[src/rtl/bcd_timekeeper.sv]
// bcd_timekeeper: 24 h BCD HH:MM:SS counter with 12 h display,
// midnight pulse and a debounced, auto-repeating set button.
module bcd_timekeeper #(
  parameter int MAIN_CLK            = 12000000,
  parameter int DEBOUNCE_CYCLES     = MAIN_CLK / 50,
  parameter int REPEAT_DELAY_CYCLES = MAIN_CLK / 2,
  parameter int REPEAT_CYCLES       = MAIN_CLK / 10
) (
  input  logic       CLK,
  input  logic       RST,
  input  logic       TICK,
  input  logic       BTN,
  input  logic       SET_HOURS,
  input  logic       MODE_12H,
  output logic [3:0] DH1,
  output logic [3:0] DH0,
  output logic [3:0] DM1,
  output logic [3:0] DM0,
  output logic [3:0] DS1,
  output logic [3:0] DS0,
  output logic       PM,
  output logic       ROLLOVER,
  output logic       SET_ACTIVE
);

  localparam int MAX_AB =
    (DEBOUNCE_CYCLES > REPEAT_DELAY_CYCLES) ?
    DEBOUNCE_CYCLES : REPEAT_DELAY_CYCLES;
  localparam int MAX_C =
    (MAX_AB > REPEAT_CYCLES) ? MAX_AB : REPEAT_CYCLES;
  localparam int CW = $clog2(MAX_C + 1);

  localparam logic [CW-1:0] DB_LAST =
    CW'(DEBOUNCE_CYCLES - 1);
  localparam logic [CW-1:0] RD_LAST =
    CW'(REPEAT_DELAY_CYCLES - 1);
  localparam logic [CW-1:0] RP_LAST =
    CW'(REPEAT_CYCLES - 1);
  localparam logic [CW-1:0] ONE = CW'(1);

  typedef enum logic [2:0] {
    S_IDLE,
    S_PRESS_DB,
    S_HOLD_DELAY,
    S_REPEAT,
    S_RELEASE_DB
  } state_t;

  logic          btn_m;
  logic          bs;
  state_t        state_q;
  state_t        state_d;
  logic [CW-1:0] cnt_q;
  logic [CW-1:0] cnt_d;
  logic [CW-1:0] rel_cnt;
  logic          rep_q;
  logic          rep_d;
  logic          step;
  logic          rel;
  logic          held;

  logic [7:0] sec_q;
  logic [7:0] min_q;
  logic [7:0] hr_q;
  logic [7:0] sec_d;
  logic [7:0] min_d;
  logic [7:0] hr_d;
  logic       roll_q;
  logic       roll_d;
  logic [8:0] s_inc;
  logic [8:0] m_inc;
  logic [8:0] h_inc;

  logic [4:0] hr_bin;
  logic [4:0] hr12;
  logic [7:0] hr_disp;

  // Released level on reset so a held button is re-debounced.
  always_ff @(posedge CLK) begin
    if (RST) begin
      btn_m <= 1'b1;
      bs    <= 1'b1;
    end else begin
      btn_m <= BTN;
      bs    <= btn_m;
    end
  end

  assign held = (state_q == S_HOLD_DELAY) ||
                (state_q == S_REPEAT) ||
                (state_q == S_RELEASE_DB);

  assign rel_cnt =
    (state_q == S_RELEASE_DB) ? cnt_q : '0;

  always_ff @(posedge CLK) begin
    if (RST) begin
      state_q <= S_IDLE;
      cnt_q   <= '0;
      rep_q   <= 1'b0;
    end else begin
      state_q <= state_d;
      cnt_q   <= cnt_d;
      rep_q   <= rep_d;
    end
  end

  // cnt_q is always zero in S_IDLE, so IDLE shares the press path.
  always_comb begin
    state_d = state_q;
    cnt_d   = cnt_q;
    rep_d   = rep_q;
    step    = 1'b0;
    rel     = 1'b0;
    unique case (state_q)
      S_IDLE, S_PRESS_DB: begin
        if (bs) begin
          state_d = S_IDLE;
          cnt_d   = '0;
        end else if (cnt_q == DB_LAST) begin
          state_d = S_HOLD_DELAY;
          cnt_d   = '0;
          step    = 1'b1;
        end else begin
          state_d = S_PRESS_DB;
          cnt_d   = cnt_q + ONE;
        end
      end
      S_HOLD_DELAY: begin
        if (bs) begin
          rep_d = 1'b0;
          rel   = 1'b1;
        end else if (cnt_q == RD_LAST) begin
          state_d = S_REPEAT;
          cnt_d   = '0;
          step    = 1'b1;
        end else begin
          cnt_d = cnt_q + ONE;
        end
      end
      S_REPEAT: begin
        if (bs) begin
          rep_d = 1'b1;
          rel   = 1'b1;
        end else if (cnt_q == RP_LAST) begin
          cnt_d = '0;
          step  = 1'b1;
        end else begin
          cnt_d = cnt_q + ONE;
        end
      end
      S_RELEASE_DB: begin
        if (!bs) begin
          state_d = rep_q ? S_REPEAT : S_HOLD_DELAY;
          cnt_d   = '0;
        end else begin
          rel = 1'b1;
        end
      end
      default: begin
        state_d = S_IDLE;
        cnt_d   = '0;
      end
    endcase
    if (rel) begin
      if (rel_cnt == DB_LAST) begin
        state_d = S_IDLE;
        cnt_d   = '0;
      end else begin
        state_d = S_RELEASE_DB;
        cnt_d   = rel_cnt + ONE;
      end
    end
  end

  // Returns {wrap, tens, units}; wraps to 00 after 'last'.
  function automatic logic [8:0] inc_bcd(
    input logic [7:0] v,
    input logic [7:0] last
  );
    logic [8:0] r;
    r = {1'b0, v[7:4], v[3:0] + 4'd1};
    if (v[3:0] == 4'd9)
      r = {1'b0, v[7:4] + 4'd1, 4'd0};
    if (v == last)
      r = 9'h100;
    return r;
  endfunction

  assign s_inc = inc_bcd(sec_q, 8'h59);
  assign m_inc = inc_bcd(min_q, 8'h59);
  assign h_inc = inc_bcd(hr_q, 8'h23);

  // A set step takes priority and swallows a coincident tick.
  always_comb begin
    sec_d  = sec_q;
    min_d  = min_q;
    hr_d   = hr_q;
    roll_d = 1'b0;
    if (step) begin
      sec_d = 8'h00;
      if (SET_HOURS)
        hr_d = h_inc[7:0];
      else
        min_d = m_inc[7:0];
    end else if (TICK && !held) begin
      sec_d = s_inc[7:0];
      if (s_inc[8]) begin
        min_d = m_inc[7:0];
        if (m_inc[8]) begin
          hr_d   = h_inc[7:0];
          roll_d = h_inc[8];
        end
      end
    end
  end

  always_ff @(posedge CLK) begin
    if (RST) begin
      sec_q  <= 8'h00;
      min_q  <= 8'h00;
      hr_q   <= 8'h00;
      roll_q <= 1'b0;
    end else begin
      sec_q  <= sec_d;
      min_q  <= min_d;
      hr_q   <= hr_d;
      roll_q <= roll_d;
    end
  end

  assign hr_bin = 5'(hr_q[7:4]) * 5'd10 +
                  5'(hr_q[3:0]);

  always_comb begin
    hr12 = hr_bin;
    if (hr_bin == 5'd0)
      hr12 = 5'd12;
    else if (hr_bin > 5'd12)
      hr12 = hr_bin - 5'd12;
    hr_disp = {4'd0, hr12[3:0]};
    if (hr12 >= 5'd10)
      hr_disp = {4'd1, 4'(hr12 - 5'd10)};
  end

  // ROLLOVER is delayed with the digits so both land together.
  always_ff @(posedge CLK) begin
    if (RST) begin
      DH1        <= 4'd0;
      DH0        <= 4'd0;
      DM1        <= 4'd0;
      DM0        <= 4'd0;
      DS1        <= 4'd0;
      DS0        <= 4'd0;
      PM         <= 1'b0;
      ROLLOVER   <= 1'b0;
      SET_ACTIVE <= 1'b0;
    end else begin
      {DH1, DH0} <= MODE_12H ? hr_disp : hr_q;
      {DM1, DM0} <= min_q;
      {DS1, DS0} <= sec_q;
      PM         <= (hr_q >= 8'h12);
      ROLLOVER   <= roll_q;
      SET_ACTIVE <= held;
    end
  end

endmodule

[config.mk]
export PLATFORM = sky130hd
export DESIGN_NAME = bcd_timekeeper
export DESIGN_NICKNAME = d
export VERILOG_FILES = /design/src/rtl/bcd_timekeeper.sv
export SDC_FILE = /design/constraint.sdc
export NUM_CORES = 1
export LEC_CHECK = 0
export BUFFER_PORTS_ARGS = -buffer_cell sky130_fd_sc_hd__buf_2
export CORE_ASPECT_RATIO = 1.25
export CORE_MARGIN = 2
export CORE_UTILIZATION = 40
export DETAILED_ROUTE_END_ITERATION = 8
export PLACE_DENSITY = 0.58
export SKIP_CTS_REPAIR_TIMING = 1
export SLEW_MARGIN = 0
export SYNTH_ARGS = -nofsm -noshare
export SYNTH_HDL_FRONTEND = slang
export SYNTH_SLANG_ARGS = --single-unit
[constraint.sdc]
create_clock -name CLK -period 8.81 [get_ports CLK]
set_input_delay 2.643 -clock CLK [delete_from_list [all_inputs] [get_ports CLK]]
set_output_delay 2.643 -clock CLK [all_outputs]
set_load 0.1 [all_outputs]
==> impl_metrics.json <==
{
  "run_status": "finished, final reports clean",
  "clockRootBuffer": "clkbuf_16",
  "period_needed_ns": 4.18,
  "worstPathArrival_ns": 4.42,
  "hold_viol": 0,
  "final_cell_area_mm2": 0.00472,
  "synth_seq_cells": 81,
  "wl_um": 9290,
  "diodes": 0,
  "cts.sinks": 81,
  "drtIter0Drc": 107,
  "drive_above_1_share": 0.150,
  "row_count": 41,
  "period_share": 0.475,
  "startpoint": "TICK",
  "max_freq_ghz": 0.239,
  "netlist_instances": 478,
  "cap_viol_max_count": 0,
  "ys_seq_area_frac": 0.390,
  "yosysUniqueCellTypes": 69,
  "cp_data_required_time_ns": 9.04,
  "maxSlewViolCount": 0,
  "num_vias": 3512,
  "dr.pass1.iters": 5,
  "placed_cell_area_mm2": 0.00443,
  "synth_top_area_share": 0.390,
  "ant_nets": 0,
  "gp_congestion": 0.807,
  "nFillCells": 962,
  "final_cell_mix": "81 x dfxtp_1, 59 x nor2_1, 35 x nand2_1, 32 x buf_2",
  "slew_headroom": 0.584,
  "cts_buffers": 9,
  "end_kind": "flip-flop",
  "rsz0062_at_grt": "no",
  "pin_count": 33,
  "powerDensity_mw_per_mm2": 164,
  "grt_pass1_wl_um": 16000,
  "netlist_area_mm2": 0.00416,
  "area_growth_pct": 13.4,
  "hpwl_um": 6590,
  "cts_tree": "yes",
  "p_leak_nw": 1.81,
  "setup_viol": 0,
  "reg2reg_from": "hr_q[4]",
  "initial_core_util": 0.412,
  "fp.coreArea_mm2": 0.0101,
  "start_kind": "input port",
  "die_height_um": 118,
  "async_reset_ff_frac": 0,
  "synth_edf_count": 0,
  "htree_levels": 3,
  "avgSynthCellArea_um2": 8.71,
  "hp-class": "reg2reg",
  "netlist_top_cells_area": "dfxtp_1 39%, ha_1 6.0%, nor2_1 5.3%",
  "die_area_mm2": 0.0112,
  "num-nets-final": 534,
  "synth_warnings": 0,
  "wire_per_inst_um": 14.5,
  "skew_ns": 0.00755,
  "first_global_vias": 3395,
  "final_common_cell": "dfxtp_1",
  "grt_antenna_before_repair": 0,
  "routed_via_density": 5.48,
  "clkSlewWorstSetupHoldPaths_ns": 0.06,
  "fin_tns_setup_ns": 0,
  "critical_path_class": "in2reg",
  "synth_ff_type": "dfxtp_1",
  "syn-num-nets": 505,
  "worst_pin_slew_ns": 0.621,
  "worstPathMaxFanout": 8,
  "drc": 0,
  "reg2reg_setup_slack_ns": 5.46,
  "die_w_um": 95.2,
  "hold_start": "btn_m",
  "track_usage": 0.177,
  "yosysTopAreaCell": "dfxtp_1",
  "clk_latency_ns": 0.34,
  "ir_drop_mv": 0.0789,
  "portBuffers": 32,
  "grt-ovfl-total": 0,
  "grt_max_degree": 60,
  "cts_max_path_buffers": 2
}
worst paths after layout:
check,depth (start not counted),end
worst min register to register,1,bs
worst min-delay path,1,bs
worst max-delay path,7,min_q[5]
worst max register to register,14,DH0[1]
layer usage:
layer | share of wire | global-route usage | vias up
met3 | 0.031 | 0.0429 | 9
met1 | 0.45 | 0.221 | 1675
met4 | 0.015 | 0.0634 | 0
li1 | - | - | 1776
met2 | 0.50 | 0.293 | 52
met5 | 0 | 0 | -
registers in the layout, summed over array words and instances (netlist names), 8 cells and up:
name and count:
min_q 8, sec_q 8, cnt_q 23, hr_q 8
cell type report:
class | count | area, µm² | share of cell area
clock buffer | 10 | 229 | 0.0485
clock inverter | 6 | 65.1 | 0.0138
inverter | 19 | 71.3 | 0.0151
multi-input combinational | 362 | 2400 | 0.508
sequential | 81 | 1620 | 0.343
tap | 129 | 161 | 0.0342
timing repair buffer | 34 | 175 | 0.0371
cells by family after synthesis:
logic type,Yosys count,share of synthesized area
compound gates,91,0.154
flops,81,0.390
mux,13,0.0346
fa+ha+maj,21,0.0649
simple gates,222,0.288
buf+inv,35,0.0343
xor+xnor,15,0.0349
worst max-delay path, cell delays in order:
cell and delay (ns):
buf_2 0.10, or3b_1 0.45, nor2b_2 0.21, nand2_1 0.09, mux2i_2 0.42, nand2_1 0.20, mux2_2 0.30
through the flow:
| stage | utilization | total power, W | hold WS, ns | worst slack [ns] | std cells |
|---|---|---|---|---|---|
| after floorplan | - | 0.000401 | 0.389 | 4.55 | 478 |
| after global placement | 0.438 | 0.000407 | 0.399 | 4.32 | 625 |
| after detailed placement | 0.438 | 0.000407 | 0.399 | 4.25 | 625 |
| after CTS | 0.467 | 0.000783 | 0.414 | 4.62 | 641 |
| after global routing | 0.467 | 0.000804 | 0.437 | 4.47 | 641 |
| final | 0.467 | 0.000772 | 0.410 | 4.63 | 641 |
synth_stat cells (3+ instances only):
master and count:
o311ai_0 3, nand3_1 22, a21oi_1 25, nor3_1 25, or2_2 7, clkbuf_1 12, nand3b_1 3, a22oi_1 3
a311oi_1 5, xor2_1 8, nand2_1 35, nor4_1 5, dfxtp_1 81, or3_1 9, xnor2_1 6, nand4_1 6
and3_1 10, ha_1 20, o211ai_1 3, nor2b_1 16, mux2i_1 6, a211oi_1 5, nor2_1 59, o21ai_0 14
and2_1 5, mux2_2 5, inv_1 19, o31ai_1 5
where the power goes:
group | switching (W) | internal (W) | leakage, nW
Sequential | 0.00000219 | 0.000369 | 0.654
Clock | 0.000153 | 0.000220 | 0.143
Combinational | 0.0000214 | 0.00000635 | 1.01
Total | 0.000177 | 0.000596 | 1.81
(Power assumes the default switching activity.)
